`config.mk`:
```
export PLATFORM = sky130hd
export DESIGN_NAME = aes_uart_ctrl
export DESIGN_NICKNAME = d
export VERILOG_FILES = /design/src/rtl/aes_uart_ctrl.sv
export SDC_FILE = /design/constraint.sdc
export NUM_CORES = 1
export LEC_CHECK = 0
export CAP_MARGIN = 30
export CELL_PAD_IN_SITES_DETAIL_PLACEMENT = 1
export CELL_PAD_IN_SITES_GLOBAL_PLACEMENT = 2
export CORE_UTILIZATION = 29
export CTS_BUF_LIST = sky130_fd_sc_hd__clkbuf_2
export CTS_CLUSTER_DIAMETER = 50
export DETAILED_ROUTE_END_ITERATION = 10
export GPL_ROUTABILITY_DRIVEN = 0
export PLACE_DENSITY_LB_ADDON = 0.15
export SETUP_SLACK_MARGIN = 0.15
export SYNTH_ARGS = -nofsm -noshare
export SYNTH_HDL_FRONTEND = slang
export SYNTH_SLANG_ARGS = --single-unit
```
`constraint.sdc`:
```
create_clock -name clk -period 5.9 [get_ports clk]
set_clock_uncertainty 0.15 [all_clocks]
set_input_delay 0.59 -clock clk [delete_from_list [all_inputs] [get_ports clk]]
set_output_delay 0.59 -clock clk [all_outputs]
set_load 0.01 [all_outputs]
```
`src/rtl/aes_uart_ctrl.sv`:
```
// aes_uart_ctrl: byte-command sequencer between UART RX, the AES core and UART TX.
//
// state    | meaning
// IDLE     | waiting for a command byte
// KEY      | collecting 16 key bytes into the staging register
// DATA     | collecting 16 data bytes into the staging register
// START    | aes_start pulse is on the output
// WAIT     | waiting for aes_done
// TX_LOAD  | handing the next result byte to the transmitter
// TX_WAIT  | waiting for tx_done of the current result byte
// ACK      | handing ACK_BYTE to the transmitter
// ACK_WAIT | waiting for tx_done of ACK_BYTE
//
// All pulse outputs (aes_start, tx_start, err) are registered. An error is
// therefore visible the cycle after the event that caused it. This includes a
// timeout, which is detected on the TIMEOUT_CYCLES-th idle cycle.
module aes_uart_ctrl #(
  parameter int unsigned TIMEOUT_CYCLES = 1_000_000,
  parameter logic [7:0]  ACK_BYTE       = 8'h06
) (
  input  logic         clk,
  input  logic         rst,
  input  logic [7:0]   rx_data,
  input  logic         rx_valid,
  output logic [127:0] aes_key,
  output logic [127:0] aes_din,
  output logic         aes_mode,
  output logic         aes_start,
  input  logic [127:0] aes_dout,
  input  logic         aes_done,
  output logic [7:0]   tx_data,
  output logic         tx_start,
  input  logic         tx_done,
  output logic         busy,
  output logic         key_valid,
  output logic         err,
  output logic [1:0]   err_code
);
  localparam int unsigned   TW       = $clog2(TIMEOUT_CYCLES + 1);
  localparam logic [TW-1:0] TMR_LOAD = TW'(TIMEOUT_CYCLES - 1);
  localparam logic [7:0]    CMD_K    = 8'h4B;
  localparam logic [7:0]    CMD_E    = 8'h45;
  localparam logic [7:0]    CMD_D    = 8'h44;

  typedef enum logic [3:0] {
    S_IDLE, S_KEY, S_DATA, S_START, S_WAIT, S_TX_LOAD, S_TX_WAIT, S_ACK, S_ACK_WAIT
  } state_t;

  state_t         state_q, state_d;
  logic [3:0]     cnt_q, cnt_d;
  logic [TW-1:0]  tmr_q, tmr_d;
  logic [127:0]   stage_q, stage_d;
  logic [127:0]   key_q, key_d;
  logic [127:0]   din_q, din_d;
  logic           mode_q, mode_d;
  logic           key_valid_q, key_valid_d;
  logic [127:0]   out_q, out_d;
  logic           aes_start_q, aes_start_d;
  logic           tx_start_q, tx_start_d;
  logic [7:0]     tx_data_q, tx_data_d;
  logic           err_q, err_d;
  logic [1:0]     err_code_q, err_code_d;
  logic [127:0]   stage_shift;

  assign stage_shift = {stage_q[119:0], rx_data};

  // State and datapath registers with synchronous reset
  always_ff @(posedge clk) begin
    if (rst) begin
      state_q     <= S_IDLE;
      cnt_q       <= '0;
      tmr_q       <= '0;
      stage_q     <= '0;
      key_q       <= '0;
      din_q       <= '0;
      mode_q      <= 1'b0;
      key_valid_q <= 1'b0;
      out_q       <= '0;
      aes_start_q <= 1'b0;
      tx_start_q  <= 1'b0;
      tx_data_q   <= '0;
      err_q       <= 1'b0;
      err_code_q  <= '0;
    end else begin
      state_q     <= state_d;
      cnt_q       <= cnt_d;
      tmr_q       <= tmr_d;
      stage_q     <= stage_d;
      key_q       <= key_d;
      din_q       <= din_d;
      mode_q      <= mode_d;
      key_valid_q <= key_valid_d;
      out_q       <= out_d;
      aes_start_q <= aes_start_d;
      tx_start_q  <= tx_start_d;
      tx_data_q   <= tx_data_d;
      err_q       <= err_d;
      err_code_q  <= err_code_d;
    end
  end

  // Next-state, datapath updates and pulse generation
  always_comb begin
    state_d     = state_q;
    cnt_d       = cnt_q;
    tmr_d       = tmr_q;
    stage_d     = stage_q;
    key_d       = key_q;
    din_d       = din_q;
    mode_d      = mode_q;
    key_valid_d = key_valid_q;
    out_d       = out_q;
    aes_start_d = 1'b0;
    tx_start_d  = 1'b0;
    tx_data_d   = tx_data_q;
    err_d       = 1'b0;
    err_code_d  = err_code_q;

    case (state_q)
      S_IDLE: begin
        if (rx_valid) begin
          if (rx_data == CMD_K) begin
            state_d = S_KEY;
            cnt_d   = '0;
            tmr_d   = TMR_LOAD;
          end else if ((rx_data == CMD_E || rx_data == CMD_D) && key_valid_q) begin
            state_d = S_DATA;
            mode_d  = (rx_data == CMD_D);
            cnt_d   = '0;
            tmr_d   = TMR_LOAD;
          end else begin
            err_d      = 1'b1;
            err_code_d = 2'd2;
          end
        end
      end
      S_KEY, S_DATA: begin
        // Timeout has priority over a byte arriving in the same cycle
        if (tmr_q == '0) begin
          state_d    = S_IDLE;
          cnt_d      = '0;
          err_d      = 1'b1;
          err_code_d = 2'd1;
        end else if (rx_valid) begin
          stage_d = stage_shift;
          cnt_d   = cnt_q + 4'd1;
          tmr_d   = TMR_LOAD;
          if (cnt_q == 4'd15) begin
            if (state_q == S_KEY) begin
              key_d       = stage_shift;
              key_valid_d = 1'b1;
              state_d     = S_ACK;
            end else begin
              din_d       = stage_shift;
              aes_start_d = 1'b1;
              state_d     = S_START;
            end
          end
        end else begin
          tmr_d = tmr_q - TW'(1);
        end
      end
      S_START: state_d = S_WAIT;
      S_WAIT: begin
        if (aes_done) begin
          out_d   = aes_dout;
          state_d = S_TX_LOAD;
        end
      end
      S_TX_LOAD: begin
        tx_start_d = 1'b1;
        tx_data_d  = out_q[127:120];
        state_d    = S_TX_WAIT;
      end
      S_TX_WAIT: begin
        if (tx_done) begin
          out_d   = {out_q[119:0], 8'h00};
          cnt_d   = cnt_q + 4'd1;
          state_d = (cnt_q == 4'd15) ? S_IDLE : S_TX_LOAD;
        end
      end
      S_ACK: begin
        tx_start_d = 1'b1;
        tx_data_d  = ACK_BYTE;
        state_d    = S_ACK_WAIT;
      end
      S_ACK_WAIT: begin
        if (tx_done) state_d = S_IDLE;
      end
      default: state_d = S_IDLE;
    endcase

    if (rx_valid && (state_q inside {S_START, S_WAIT, S_TX_LOAD, S_TX_WAIT, S_ACK, S_ACK_WAIT})) begin
      err_d      = 1'b1;
      err_code_d = 2'd3;
    end
  end

  assign aes_key   = key_q;
  assign aes_din   = din_q;
  assign aes_mode  = mode_q;
  assign aes_start = aes_start_q;
  assign tx_data   = tx_data_q;
  assign tx_start  = tx_start_q;
  assign busy      = (state_q != S_IDLE);
  assign key_valid = key_valid_q;
  assign err       = err_q;
  assign err_code  = err_code_q;

endmodule

```
* After elaboration in Yosys (flattened, before gate mapping)
Index checks and enable logic that the tools add are counted.
** Storage, ports and cells
- Input bits :: 141
- Register bits after elaboration :: 547
- Logic and storage cells :: 113
- Output and inout port bits :: 272
** Cells by class
- Bitwise operators :: 6
- Equal/unequal tests :: 24
- Multiplexer cells :: 43
- $add $sub $neg :: 2
- Reduce and logical (&&, ||, !) cells :: 24
** Operator list (number)
- $mux 128 :: 2
- $pmux 128 s2 :: 1
- $mux 20 :: 5
- $mux 4 :: 15
- $pmux 20 s2 :: 1
- $pmux 4 s8 :: 1
- $eq 8x7->1 const B :: 3
- $ne 3x3->1 const B :: 7
- $logic_not 20->1 :: 1
- $reduce_and 5->1 :: 4
- $sub 20x1->20 const B :: 1
- $eq 4x3->1 const B :: 4
- $pmux 8 s2 :: 1
- $pmux 4 s3 :: 1
- $mux 2 :: 5
- $ne 2x2->1 const B :: 5
- $eq 4x2->1 const B :: 2
- $eq 4x4->1 const B :: 2
- $reduce_and 4->1 :: 2
- $mux 1 :: 7
- $reduce_and 7->1 :: 1
- $mux 3 :: 2
- $not 1->1 :: 6
- $reduce_and 3->1 :: 2
- 13 further kinds :: 18

* Depth between registers and ports, before layout
- Depth in word-level cells :: 8
- Mapped depth :: 10
- Depth with buffers taken out :: 8

* Least setup slack after synthesis
No wires, ideal clock.
- Kind :: input port to flip-flop
- Start point :: in rx_data[4]
- End point :: reg cnt_q[3]
- Arrival :: 2.477 ns
- Stages on the path :: 6
- Slack :: 3.199 ns
- Library setup time :: 0.074 ns
- Data required time :: 5.676 ns
- Cell sequence :: or4b_2 a21o_1 a22oi_2 o211ai_4 or4b_1 a31oi_1
** On the way
- Cells in the longest elaborated chain, start to end :: 5
- Elaborated cells on any way between the ends :: 10
** Ends and longest elaborated chain
- start, declared :: RTL line 23 : input logic [7:0] rx_data,
- $eq 8x7->1 :: RTL line 126 : end else if ((rx_data == CMD_E || rx_data == CMD_D) && key_valid_q) begin
- $logic_or 1x1->1 :: RTL line 126
- $logic_and 1x1->1 :: RTL line 126
- $ne 3x3->1 (no line)
- $reduce_and 5->1 (no line)
- end signal, assigned :: RTL line 86 : cnt_q <= cnt_d;
- end, declared :: RTL line 50 : logic [3:0] cnt_q, cnt_d;
Parallel ways exist; a longest one is shown, timed or not. The select of a mux whose other input is x is not followed.
A chain may end at the register's enable or synchronous reset.

* Worst setup path after layout
- Start point :: reg tmr_q[0]
- End point :: reg key_q[28] (netlist: aes_key[28])
** On the way
- Cells in the longest elaborated chain, start to end :: 3
** Ends and longest elaborated chain
- start, declared :: RTL line 51 : logic [TW-1:0] tmr_q, tmr_d;
- start signal, assigned :: RTL line 87 : tmr_q <= tmr_d;
- $logic_not 20->1 :: RTL line 139 : if (tmr_q == '0) begin
- $not 1->1 (no line)
- $reduce_and 5->1 (no line)
- end signal, assigned :: RTL line 89 : key_q <= key_d;
- end, declared :: RTL line 53 : logic [127:0] key_q, key_d;
Every way passes these cells.

==> results_dict.tcl <==
set metrics [dict create \
    status "finished clean" \
    yosys_warnings 0 \
    dieWidth_microns 268 \
    clk_pin_slew_ns 0.12 \
    share_comb_of_total_power_pct 4.4 \
    viasPerCell 4.78 \
    path_class "reg2reg" \
    rows 97 \
    gr-usage-all-layers_pct 19.9 \
    power_density_mw_per_mm2 242 \
    multi_input_area_sq_mm 0.00874 \
    port_buffers 412 \
    wire_per_inst_microns 18.0 \
    dpl.hpwl_microns 46300 \
    slew-limit-headroom_pct 35.3 \
    placed_cells_incl_taps 3649 \
    routed_wirelength_microns 72600 \
    seqCellArea_sq_mm 0.0110 \
    pwr-share-seq_pct 54.3 \
    first_global_vias 20091 \
    hold_ws_ns 0.152 \
    fmax_ghz 0.251 \
    finalSetupViolations 0 \
    syn-num-nets 2616 \
    drt_iter0_markers 736 \
    vias 19317 \
    vdd_drop_max_mv 0.141 \
    grt_pass1_wl_microns 112000 \
    start_kind "register" \
    dr.pass1.iters 7 \
    crit_path_max_fanout 78 \
    end_kind "register" \
    p_total_w 0.00680 \
    nNetsFinal 3150 \
    ys_ff_latch 547 \
    cap_violations 0 \
    coreArea_sq_mm 0.0699 \
    syn_to_final_growth_pct 37.3 \
    post-route-min-period_ns 3.99 \
    syn_avg_cell_area_sq_um 8.27 \
    drv_slew 0 \
    drc 0 \
    final_cells 4042 \
    crit_required_ns 6.89 \
    cts_resized 0 \
    dieArea_sq_mm 0.0716 \
    clockBufferDepth 3 \
    start_util_pct 29.3 \
    tightest_slew_ns 0.967 \
    design_area_sq_mm 0.0281 \
    synthArstFlopShare_pct 0 \
    hold_class "in2reg" \
    post-route-period-util_pct 67.6 \
    cp.arrival_ns 4.98 \
    boundaryPins 413 \
    seq_area_frac_synth_pct 53.5 \
    cts_tree "done" \
    grt_antenna_before_repair 4 \
    synth_cell_types 57 \
    p_leak_nw 10.2 \
    dpl_cell_area_sq_mm 0.0253 \
    internal_power_w 0.00502 \
    timing.final.hold_violations 0 \
    syn_inst 2473 \
    synth-edff-count 0 \
    fillerInstances 8335 \
    chipHeight_microns 268 \
    grt_overflow 0 \
    rsz0062_at_grt "no" \
    root_buffer "clkbuf_2" \
    cts_buffers 156 \
    clkPwrFrac_pct 41.3 \
    switching_share_pct 26.1 \
    switchingPower_w 0.00177 \
    htree_levels 4 \
    fin_tns_setup_ns 0 \
    postRouteAntennaNets 0 \
    synth_ff_type "dfxtp_1" \
    cts.sinks 547 \
    worstSkewPairLatency_ns 1.27 \
    drive_gt1_share_pct 8.97 \
    postCtsSetupBuffers 0 \
    grt_max_degree 172 \
    syn_area_sq_mm 0.0205 \
]
## layout make-up
class	instances	area share (%)
Tap cell	940	4.19
Clock inverter	27	0.793
Antenna cell	4	0.0356
Multi-Input combinational cell	1720	31.1
Clock buffer	222	3.96
Timing Repair Buffer	572	20.8
Inverter	10	0.134
Sequential cell	547	39.0
## path summary, 6_finish.rpt
kind	from	endpoint	slack, ns	depth (start not counted)
setup / recovery	tmr_q[0]	aes_key[28]	1.91	9
hold reg to reg	aes_key[92]	aes_key[92]	0.30	2
setup reg to reg	tmr_q[0]	aes_key[28]	1.91	9
hold / removal	aes_done	out_q[65]	0.15	4
## per-layer routing
layer | wire, microns | share of wire (%) | global-route usage, %
met5 | 13 | 0.018 | 0
met4 | 2460 | 3.4 | 9.51
met3 | 3420 | 4.7 | 4.77
met2 | 35500 | 49 | 33.9
met1 | 31200 | 43 | 23.3
## cell usage in the layout (no fill, tap or decap), drive strengths merged, types with 3 or more instances in the layout
cell / Yosys / final
nand2: 771 / 771
dfxtp: 547 / 547
clkdlybuf4s50: 0 / 411
a21oi: 394 / 394
clkbuf: 138 / 222
nor2: 170 / 170
dlygate4sd3: 0 / 138
a211oi: 123 / 123
mux2i: 123 / 123
buf: 58 / 23
clkinv: 1 / 21
o21ai: 15 / 15
a22oi: 15 / 15
nor3: 13 / 13
nand3: 12 / 12
inv: 9 / 12
a311oi: 8 / 8
and3: 7 / 7
nor4: 6 / 6
o211ai: 6 / 6
diode: 0 / 4
a21o: 4 / 4
a31oi: 4 / 4
bufinv: 0 / 4
nor3b: 4 / 4
or4: 4 / 4
and2: 3 / 3
o31ai: 3 / 3
or3: 3 / 3
## synthesized netlist by cell type, drive strengths merged, types with 6 or more instances
cell      n  area, sq um
nor4      6         43.8
o211ai    6         58.8
nand2   771         2890
nor2    170          641
buf      58          279
a211oi  123          923
o21ai    15         75.1
nand3    12         60.1
clkbuf  138          518
and3      7         43.8
a311oi    8         70.1
dfxtp   547        11000
a22oi    15          118
nor3     13         65.1
inv       9         33.8
a21oi   394         1980
mux2i   123         1230
## timing repair
item                                    in CTS  in global routing
endpoints found under the setup margin       0                  0
hold buffers                               138                  0
endpoints found under the hold margin      280                  0
## cell families (layout without fill, tap and decap cells)
group | count (synthesis) | count (layout) | synth area share (%)
xor gates and xnor gates | 1 | 1 | 0.0428
DFF | 547 | 547 | 53.5
and+or+nand+nor | 1004 | 1004 | 19.3
AOI/OAI and AO/OA | 588 | 588 | 16.8
other | 0 | 4 | 0
buffers and inverters | 206 | 831 | 4.08
muxes | 125 | 125 | 6.13
adders and majority gates | 2 | 2 | 0.122
## per-stage QoR
stage	worst slack [ns]	utilization (%)
after floorplan	3.20	-
after global placement	2.08	36.1
after detailed placement	1.94	36.2
after CTS	1.86	40.1
after global routing	1.59	40.2
final	1.91	40.2
## state kept, by name, indices dropped and copies added (netlist names)
name,cells
aes_din,128
aes_key,128
out_q,128
stage_q,120
tmr_q,20
tx_data,8
cnt_q,4
state_q,4
err_code,2
aes_mode,1
aes_start,1
err,1
key_valid,1
tx_start,1
## worst max-delay path: stages, from the launching register on
cell and delay, ns:
dfxtp_1 0.37, inv_1 0.08, ha_1 0.20, or3b_2 0.50, nor2_2 0.33, a311o_2 0.73
or3_4 0.71, buf_12 0.40, nand2_1 0.10, a21oi_1 0.14
## power groups by stage
stage               combinational [W]  sequential, W  clock (W)
floorplan                   0.0000878        0.00378          0
global placement             0.000220        0.00378          0
detailed placement           0.000223        0.00378          0
CTS                          0.000299        0.00369    0.00296
global route                 0.000319        0.00369    0.00313
finish                       0.000298        0.00369    0.00281
(Power assumes the default switching activity.)
==> patch (same settings) <==
Put one more register stage on the output `key_valid`, with the module's reset. The value now appears one clock later. The other outputs are not delayed to match.
--- a/src/rtl/aes_uart_ctrl.sv
+++ b/src/rtl/aes_uart_ctrl.sv
@@ -203,7 +203,13 @@
   assign tx_data   = tx_data_q;
   assign tx_start  = tx_start_q;
   assign busy      = (state_q != S_IDLE);
-  assign key_valid = key_valid_q;
+  always_ff @(posedge clk) begin
+    if (rst) begin
+      key_valid <= '0;
+    end else begin
+      key_valid <= key_valid_q;
+    end
+  end
   assign err       = err_q;
   assign err_code  = err_code_q;
 
Check against the original RTL: no difference found for any inputs over 4 cycles, from zero or initial values and one cycle with rst high; that may be too few to reach the edited logic, so the function may still have changed.
==> patch against the unedited design <==
  * Worst setup slack got worse by 0.021 ns
  * Final area increased by 0.13%
  * Die area about the same
  * Sequential share of layout area about the same
  * Final cell count increased by 0.57%
  * Routed wire length increased by 0.53%
  * Synthesized area about the same
  * Non-clock buffer count decreased by 1
  * Worst hold slack improved by 0.058 ns
  * Sequential cell count increased by 1
  * Critical path type is now reg2out
Power is not compared: it rests on default switching activity, and its combinational part moved more than twofold at a synthesized area within 25%.
==> patch: results (changes against the unedited design) <==
Mapped Nets - 2619 (was 2616)
Post-synth top cells - nand2_1, dfxtp_1, a21oi_1 (unchanged)
Met3 Use GR - 0.0608 (was 0.0477)
Async SR Flop Fraction - 0 (unchanged)
Synth Area in Compound Gates - 0.161 (was 0.168)
First-pass GRT wire length - 112 mm (about the same)
PD cells - 256 nW/µm²
Rel. slew slack - 0.179 (was 0.353)
First-pass DRT Iterations - 5 (was 7)
Crit path max fanout - 25 (was 78)
Ratio of cells with drive above 1 in the final layout - 0.0885 (was 0.0897)
Via count - 19300 (unchanged)
Root Driver - clkbuf_2 (unchanged)
Mux share of post-synthesis cell area - 0.0602 (was 0.0613)
Post-DP Area - 25300 µm² (about the same)
Metal-1 WL - 31.6 mm (was 31.2 mm)
Setup WS pre-CTS - 1.77 ns (was 1.94 ns)
Nets - 3151 (was 3150)
Top cells by area, synth - dfxtp_1, nand2_1, a21oi_1 (unchanged)
Max Freq - 249 MHz (was 251 MHz)
Synth Area in Adders - 0.00122 (about the same)
Worst-skew pair later-pin latency - 1.26 ns
CTS buffer count - 157 (was 156)
Seq/Total Area, Yosys - 0.536 (was 0.535)
Via density - 4.75 (was 4.78)
Max Root-Sink Buffers - 3 (unchanged)
Cell family with the largest share of critical-path delay - buffers and inverters (was simple AND/OR/NAND/NOR gates)
Met1 Use GR - 0.238 (was 0.233)
H-tree levels - 4 (unchanged)
Syn. warnings - 0 (unchanged)
GRT Util Overall - 0.202 (was 0.199)
Status - finished clean (unchanged)
Synth Area in XOR/XNOR - 0.00342 (was 0.000428)
Worst VDD drop - 0.113 mV
Layout fillers - 8374 (was 8335)
1st-iter DRT viols - 926 (was 736)
PortBufs - 412 (unchanged)
Post-Route WL - 73.0 mm (was 72.6 mm)
Inst Count DP - 3648 (was 3649)
Hold Slack - 0.210 ns (was 0.152 ns)
Vias in the first global route - 20100 (about the same)
Dpl hpwl - 46.4 mm (was 46.3 mm)
CTS resizes - 0 (unchanged)
Clk slew on worst S/H paths - 0.09 ns (was 0.12 ns)
GR Util met2 - 0.336 (was 0.339)
Post-route ant nets - 0 (unchanged)
Mapped Cells - 2476 (was 2473)
Top sig layer - met5 (unchanged)
Metal2 WL - 35.0 mm (was 35.5 mm)
Postcts setup bufs - 0 (unchanged)
Synth unique cells - 53 (was 57)
WL met3 - 4.14 mm (was 3.42 mm)
Pin count of the biggest net entering global routing - 214 (was 172)
Worst reg-to-reg setup slack - 1.99 ns (was 1.91 ns)
Crit path DAT - 3.27 ns (was 4.98 ns)
CP max stage cell - dfxtp_1 (was a311o_2)
Slowest cell delay on critical path - 0.64 ns (was 0.73 ns)
Hold_buf cts - 139 (was 138)
Antenna violations before repair - 12 (was 4)
==> patch: worst paths after layout <==
| path | startpoint | endpoint | cells after the start |
|---|---|---|---|
| worst max-delay path | state_q[1]$_SDFFE_PP0P_ | busy | 3 |
| worst min-delay path | aes_done | out_q[2]$_SDFFE_PP0P_ | 5 |
| worst max register to register | state_q[1]$_SDFFE_PP0P_ | aes_din[116]$_SDFFE_PP0P_ | 9 |
| worst min register to register | stage_q[119]$_SDFFE_PP0P_ | aes_din[127]$_SDFFE_PP0P_ | 2 |
==> patch: layout make-up <==
type	instances	area share
Sequential cell	548	0.390
Multi-Input combinational cell	1722	0.311
Inverter	8	0.00107
Tap cell	940	0.0418
Antenna cell	8	0.000712
Timing Repair Buffer	571	0.206
Clock inverter	39	0.00783
Clock buffer	229	0.0407
==> patch: power by group <==
part / switching (mW) / total (mW) / internal, mW
clock: 1.66 / 2.78 / 1.12
sequential: 0.0463 / 3.78 / 3.73
combinational: 0.370 / 0.658 / 0.288
